`src/rtl/msrv32_dmem_pkg.sv`:
```
`default_nettype none
// ==========================================================================
// msrv32_dmem_pkg : shared encodings for the MSRV32 data-memory controller
// Revision: 1.0
// ==========================================================================
package msrv32_dmem_pkg;

  typedef enum logic [1:0] {
    IDLE   = 2'd0,
    ACCESS = 2'd1,
    WAIT   = 2'd2
  } state_e;

  localparam logic [1:0] SZ_BYTE = 2'b00;
  localparam logic [1:0] SZ_HALF = 2'b01;
  localparam logic [1:0] SZ_WORD = 2'b10;

  function automatic int clog2(input int value);
    int r;
    r = 0;
    while ((1 << r) < value) begin
      r = r + 1;
    end
    return r;
  endfunction

endpackage
`default_nettype wire

```
`src/rtl/msrv32_store_align.sv`:
```
`default_nettype none
// ==========================================================================
// msrv32_store_align : byte enables, lane-replicated store data, alignment
// Revision: 1.0
// ==========================================================================
module msrv32_store_align
  import msrv32_dmem_pkg::*;
(
  input  logic [1:0]  size_i,
  input  logic [1:0]  addr_lo_i,
  input  logic [31:0] rs2_i,
  output logic [3:0]  mask_o,
  output logic [31:0] data_o,
  output logic        misaligned_o
);

  always_comb begin
    mask_o       = 4'b1111;
    data_o       = rs2_i;
    misaligned_o = |addr_lo_i;
    case (size_i)
      SZ_BYTE: begin
        mask_o       = 4'b0001 << addr_lo_i;
        data_o       = {4{rs2_i[7:0]}};
        misaligned_o = 1'b0;
      end
      SZ_HALF: begin
        mask_o       = 4'b0011 << addr_lo_i;
        data_o       = {2{rs2_i[15:0]}};
        misaligned_o = addr_lo_i[0];
      end
      // SZ_WORD and the reserved code 11 both behave as a word access
      default: begin
        mask_o       = 4'b1111;
        data_o       = rs2_i;
        misaligned_o = |addr_lo_i;
      end
    endcase
  end

endmodule
`default_nettype wire

```
`src/rtl/msrv32_dmem_access_ctrl.sv`:
```
`default_nettype none
// ==========================================================================
// msrv32_dmem_access_ctrl : load/store sequencer with stall, timeout, misalign
// Revision: 1.0
// ==========================================================================
module msrv32_dmem_access_ctrl
  import msrv32_dmem_pkg::*;
#(
  parameter int TIMEOUT_CYCLES = 255
) (
  input  logic        ms_riscv32_mp_clk_in,
  input  logic        ms_riscv32_mp_rst_n_in,
  input  logic        mem_req_valid_in,
  input  logic        mem_wr_req_in,
  input  logic [31:0] iadder_in,
  input  logic [31:0] rs2_in,
  input  logic [1:0]  load_stre_in,
  input  logic        flush_in,
  input  logic        abh_resp_in,
  input  logic [31:0] ms_riscv32_mp_dmdata_in,
  output logic [31:0] ms_riscv32_mp_dmaddr_out,
  output logic        ms_riscv32_mp_dmreq_out,
  output logic        ms_riscv32_mp_dmwr_req_out,
  output logic [3:0]  ms_riscv32_mp_dmwr_mask_out,
  output logic [31:0] ms_riscv32_mp_dmdata_out,
  output logic        stall_out,
  output logic [31:0] load_data_out,
  output logic [1:0]  iadder_u1_to_lu_out,
  output logic        load_done_out,
  output logic        misaligned_out,
  output logic        timeout_err_out
);

  localparam int              CNT_W    = clog2(TIMEOUT_CYCLES + 1);
  localparam logic [CNT_W-1:0] CNT_LAST = CNT_W'(TIMEOUT_CYCLES - 1);

  state_e             state_q, state_d;
  logic [31:0]        addr_q, addr_d;
  logic [31:0]        data_q, data_d;
  logic [3:0]         mask_q, mask_d;
  logic               wr_q, wr_d;
  logic               kill_q, kill_d;
  logic [CNT_W-1:0]   cnt_q, cnt_d;
  logic [31:0]        load_data_q, load_data_d;
  logic               load_done_q, load_done_d;
  logic               misaligned_q, misaligned_d;
  logic               timeout_q, timeout_d;

  logic [3:0]         sa_mask;
  logic [31:0]        sa_data;
  logic               sa_misaligned;
  logic               accept;
  logic               busy;
  logic               dmreq;
  logic               stall;

  msrv32_store_align u_store_align (
    .size_i       (load_stre_in),
    .addr_lo_i    (iadder_in[1:0]),
    .rs2_i        (rs2_in),
    .mask_o       (sa_mask),
    .data_o       (sa_data),
    .misaligned_o (sa_misaligned)
  );

  assign accept = (state_q == IDLE) && mem_req_valid_in && !flush_in;
  assign busy   = (state_q == ACCESS) || (state_q == WAIT);

  always_comb begin
    state_d      = state_q;
    addr_d       = addr_q;
    data_d       = data_q;
    mask_d       = mask_q;
    wr_d         = wr_q;
    kill_d       = kill_q;
    cnt_d        = cnt_q;
    load_data_d  = load_data_q;
    load_done_d  = 1'b0;
    misaligned_d = 1'b0;
    timeout_d    = 1'b0;
    dmreq        = 1'b0;
    stall        = 1'b0;

    case (state_q)
      IDLE: begin
        if (accept) begin
          if (sa_misaligned) begin
            misaligned_d = 1'b1;
          end else begin
            addr_d  = iadder_in;
            mask_d  = mem_wr_req_in ? sa_mask : 4'b0000;
            data_d  = sa_data;
            wr_d    = mem_wr_req_in;
            kill_d  = 1'b0;
            stall   = 1'b1;
            state_d = ACCESS;
          end
        end
      end
      ACCESS: begin
        dmreq   = 1'b1;
        cnt_d   = '0;
        state_d = WAIT;
      end
      WAIT: begin
        if (cnt_q == CNT_LAST) begin
          state_d   = IDLE;
          timeout_d = 1'b1;
        end else begin
          cnt_d = cnt_q + 1'b1;
        end
      end
      default: state_d = IDLE;
    endcase

    // A flush during a bus transfer only marks it killed; the transfer runs on.
    if (busy) begin
      stall  = 1'b1;
      kill_d = kill_q | flush_in;
    end

    if (busy && abh_resp_in) begin
      stall     = 1'b0;
      state_d   = IDLE;
      timeout_d = 1'b0;
      cnt_d     = cnt_q;
      if (!wr_q && !(kill_q || flush_in)) begin
        load_data_d = ms_riscv32_mp_dmdata_in;
        load_done_d = 1'b1;
      end
    end
  end

  always_ff @(posedge ms_riscv32_mp_clk_in or negedge ms_riscv32_mp_rst_n_in) begin
    if (!ms_riscv32_mp_rst_n_in) begin
      state_q      <= IDLE;
      addr_q       <= '0;
      data_q       <= '0;
      mask_q       <= '0;
      wr_q         <= 1'b0;
      kill_q       <= 1'b0;
      cnt_q        <= '0;
      load_data_q  <= '0;
      load_done_q  <= 1'b0;
      misaligned_q <= 1'b0;
      timeout_q    <= 1'b0;
    end else begin
      state_q      <= state_d;
      addr_q       <= addr_d;
      data_q       <= data_d;
      mask_q       <= mask_d;
      wr_q         <= wr_d;
      kill_q       <= kill_d;
      cnt_q        <= cnt_d;
      load_data_q  <= load_data_d;
      load_done_q  <= load_done_d;
      misaligned_q <= misaligned_d;
      timeout_q    <= timeout_d;
    end
  end

  assign ms_riscv32_mp_dmaddr_out    = {addr_q[31:2], 2'b00};
  assign ms_riscv32_mp_dmreq_out     = dmreq;
  assign ms_riscv32_mp_dmwr_req_out  = wr_q && busy;
  assign ms_riscv32_mp_dmwr_mask_out = mask_q;
  assign ms_riscv32_mp_dmdata_out    = data_q;
  assign stall_out                   = stall;
  assign load_data_out               = load_data_q;
  assign iadder_u1_to_lu_out         = addr_q[1:0];
  assign load_done_out               = load_done_q;
  assign misaligned_out              = misaligned_q;
  assign timeout_err_out             = timeout_q;

endmodule
`default_nettype wire

```
`config.mk`:
```
export PLATFORM = sky130hd
export DESIGN_NAME = msrv32_dmem_access_ctrl
export DESIGN_NICKNAME = d
export VERILOG_FILES = /design/src/rtl/msrv32_dmem_pkg.sv /design/src/rtl/msrv32_store_align.sv /design/src/rtl/msrv32_dmem_access_ctrl.sv
export SDC_FILE = /design/constraint.sdc
export NUM_CORES = 1
export LEC_CHECK = 0
export ABC_CLOCK_PERIOD_IN_PS = 2400
export CORE_ASPECT_RATIO = 1.1
export CORE_MARGIN = 1.5
export CORE_UTILIZATION = 44
export CTS_CLUSTER_SIZE = 12
export DETAILED_ROUTE_END_ITERATION = 6
export GPL_TIMING_DRIVEN = 0
export PLACE_DENSITY = 0.81
export SYNTH_ARGS = -nofsm -noshare
export SYNTH_HDL_FRONTEND = slang
export SYNTH_HIERARCHICAL = 1
export SYNTH_SLANG_ARGS = --single-unit
```
`constraint.sdc`:
```
create_clock -name ms_riscv32_mp_clk_in -period 2.4 [get_ports ms_riscv32_mp_clk_in]
set_input_delay 0.36 -clock ms_riscv32_mp_clk_in [delete_from_list [all_inputs] [get_ports ms_riscv32_mp_clk_in]]
set_output_delay 0.36 -clock ms_riscv32_mp_clk_in [all_outputs]
set_load 0.05 [all_outputs]
```
==> results by group <==
Run status
  • Status: finished clean

Timing
  • Final worst slack: 0.1027 ns
  • Max Fclk: 435.3 MHz
  • Layout Skew: 0.01556 ns
  • # setup viols final: 0
  • Period utilization: 95.72%
  • Hold_ws: 0.3224 ns
  • Worst rel slew slack: 61.34%
  • Fin crit period: 2.297 ns
  • Slew @ Worst Pin: 0.5781 ns
  • Fin. Hold Viols: 0
  • Max-slew violations: 0

Floorplan
  • DIE AREA: 0.01259 mm2
  • Core ar.: 0.01154 mm2
  • Std-Cell Rows: 41
  • Die Span Y: 117.5 um
  • Die Span X: 107.1 um
  • Num ports: 212
  • Initial core utilization: 45.45%

Cells and area
  • Fillers: 818
  • Layout Utilization: 71.31%
  • Fraction of layout cells with a size suffix above 1: 14.91%
  • Final cell count without fillers: 908
  • Multi-input logic area: 0.002138 mm2
  • Ant diodes: 0
  • FF+latch area: 0.002878 mm2
  • Area growth from synthesis to layout: 56.88%
  • # nets final: 856

Routing
  • Initial DRC count: 150
  • Via count: 4461
  • Post-Route WL: 14690 um
  • Initial DRT Pass Iterations: 5
  • Routed Antenna Nets: 0
  • DR DRC count: 0
  • DR vias/cell: 4.913
  • Wire per inst: 16.18 um

Critical path
  • Arr. time, crit path: 1.94 ns
  • Crit Path Max Fanout: 10
  • CP peak stage delay: 0.42 ns
  • Slowest cell on crit path: dfrtp_1
  • WS Path Type: flip-flop to output port
  • Critical-path cell list: inv_2 > ha_4 > nand3b_1 > nand2b_4 > clkbuf_4 > o21ai_2 > buf_6
  • CP endpoint kind: output port
  • Crit path launch type: flip-flop
  • Required time of the critical path: 2.04 ns

Worst hold path
  • Hold WC Path Type: input port to asynchronous set/reset pin

GRT
  • Total grt overflow: 0
  • Most Crowded Layer GR: met2
  • Grt met3 use: 9.358%
  • M1 GR Usage: 29.09%
  • First-pass GRT wire length: 23540 um
  • Initial antenna violation count: 0
  • Largest net degree at the start of global routing: 74
  • Total GRT Usage: 24.11%
  • Vias in the first global route: 4638
  • Met2 Use GR: 39.61%

Synthesis
  • Adder-cell share of the synthesized area: 1.669%
  • Unique cell type count in the Yosys netlist: 43
  • Compound-Gate Fraction of Synth Area: 5.104%
  • Largest family of logic cells by synthesized area: simple AND/OR/NAND/NOR gates
  • Post-synth EDFFs: 0
  • Simple-gate share of the synthesized area: 19.06%
  • Cell Area, Synth: 0.005246 mm2
  • Ys Warns: 6
  • Synth Area in XOR/XNOR: 0%
  • Asr flop ratio synth: 100.0%
  • Register area share after synthesis: 54.85%
  • Gate Count Post-Synth: 515
  • Synthesized flop and latch total: 115
  • Multiplexer share of the synthesized area: 14.33%
  • Post-synth top flop: dfrtp_1
  • Avg Cell Area, Syn: 10.19 um2

Clock network
  • CTS tree: done
  • Root buf cell: clkbuf_16
  • H-tree levels: 4
  • TritonCTS buffer count: 17
  • Clock latency reported for the late side of the worst-skew pair: 0.41 ns
  • Clock Sink Count: 115
  • CTS clk-pin slew, worst paths: 0.05 ns
  • Post-CTS setup buffers: 0
  • Maximum clock insertion buffer count: 2

Placement
  • Cell total after placement: 876
  • GPL Wtd Cong: 0.8247
  • # port buffers: 208
  • Dpl hpwl: 10790 um
  • Pre-CTS WS: -0.8130 ns

Pwr
  • Total power: 11.95 mW
  • Leak: 3.985 nW
  • Worst VDD drop: 980.7 uV
  • Cell Pwr Density: 1452 mW/mm2

Flow run
  • Max Cap Viol: 0
synthesized netlist by cell type, types with 2 or more instances:
library cell	n	share of area, %
o21ai_0	16	1.5
nand2_1	220	16
clkbuf_1	16	1.1
ha_1	7	1.7
a31oi_1	3	0.36
nor2b_1	2	0.24
dfrtp_1	115	55
nand3b_1	2	0.29
buf_4	12	1.7
mux2i_1	8	1.5
mux2_2	21	4.5
and3_1	2	0.24
inv_1	6	0.43
nand3_1	3	0.29
o211ai_1	2	0.29
a22o_1	3	0.50
mux2_4	29	8.3
o21ai_1	7	0.67
nand2b_1	3	0.36
buf_2	2	0.19
buf_12	3	1.1
nor3_1	3	0.29
a21oi_1	5	0.48
nor2_1	6	0.43
metrics by stage:
step           cell area (um2)   TNS, ns
6_report                  8230         0
5_1_grt                   8230  -0.01422
4_1_cts                   8220         0
3_5_place_dp              7565    -12.62
3_3_place_gp              7520   -389.97
2_1_floorplan             5250         0
layout by cell type, fill, tap and decap left out, types with 2 or more instances in the layout:
master and n:
buf_12 4, and3_1 2, o21ai_1 8, clkinv_4 3, nor2_1 6, clkbuf_16 17
mux2_2 21, a22o_1 3, buf_6 3, o211ai_1 2, inv_2 2, conb_1 2
clkinv_2 4, buf_4 12, inv_1 4, dfrtp_1 115, buf_2 2, ha_1 6
clkdlybuf4s50_1 204, a21oi_1 5, bufinv_16 4, nand2b_1 2, nand3b_1 2, mux2_4 29
nand2_1 220, clkbuf_1 15, mux2i_1 8, nand3_1 3, nor3_1 3, o21ai_0 14
nor2b_1 2, a31oi_1 3
power by group:
group          internal [mW]  total, mW  switching, mW
sequential              2.75       3.24          0.485
clock                   1.76       2.64          0.880
combinational           2.11       6.07           3.96
cell type report:
type	instances	share of cell area, %
Sequential cell	115	34.97
Timing Repair Buffer	211	26.00
Multi-Input combinational cell	360	25.98
Clock buffer	19	5.382
Buffer	34	2.904
Tap cell	150	2.280
Clock inverter	13	2.220
Inverter	6	0.2736
kinds of logic (layout without fill, tap and decap cells):
group | after synthesis | count (layout)
other | 1 | 2
muxes | 58 | 58
DFF | 115 | 115
and+or+nand+nor | 249 | 249
adders and majority gates | 7 | 7
AOI/OAI and AO/OA | 44 | 44
buffers and inverters | 41 | 283
sequential cells by signal, summed over array words and instances (netlist names):
register / flops
addr_q: 32
load_data_out: 32
ms_riscv32_mp_dmdata_out: 32
cnt_q: 8
ms_riscv32_mp_dmwr_mask_out: 4
state_q: 2
kill_q: 1
load_done_out: 1
misaligned_out: 1
timeout_err_out: 1
wr_q: 1
timing repair:
item                                   CTS  global route
setup endpoints to repair                2            19
gates resized for setup                 16             3
endpoints found under the hold margin    3             0
hold buffers                             1             0
critical path: cells and delay by family, from the launching register on:
family                     cells  cell delay, ns
adders and majority gates      1            0.16
AOI/OAI and AO/OA              1            0.15
and+or+nand+nor                2            0.34
buffers and inverters          3            0.47
DFF                            1            0.42
per-layer routing:
metal  up-vias  wire length (um)
li1       2139                 -
met1      2122              5968
met3         8              1333
met5         -                 0
met4         0                97
met2       192              7292
path summary, 6_finish.rpt:
path | slack, ns | cells past startpoint | end | start
worst max-delay path | 0.10 | 7 | stall_out | state_q[0]$_DFFE_PN0P_
worst min-delay path | 0.32 | 2 | load_data_out[31]$_DFFE_PN0P_ | ms_riscv32_mp_rst_n_in
worst max register to register | 0.25 | 8 | addr_q[12]$_DFFE_PN0P_ | state_q[0]$_DFFE_PN0P_
worst min register to register | 0.47 | 2 | addr_q[16]$_DFFE_PN0P_ | addr_q[16]$_DFFE_PN0P_
max in group asynchronous | 1.29 | 4 | addr_q[25]$_DFFE_PN0P_ | ms_riscv32_mp_rst_n_in
min in group ms_riscv32_mp_clk_in | 0.40 | 4 | ms_riscv32_mp_dmdata_out[16]$_DFFE_PN0P_ | load_stre_in[1]
(Power assumes the default switching activity.)
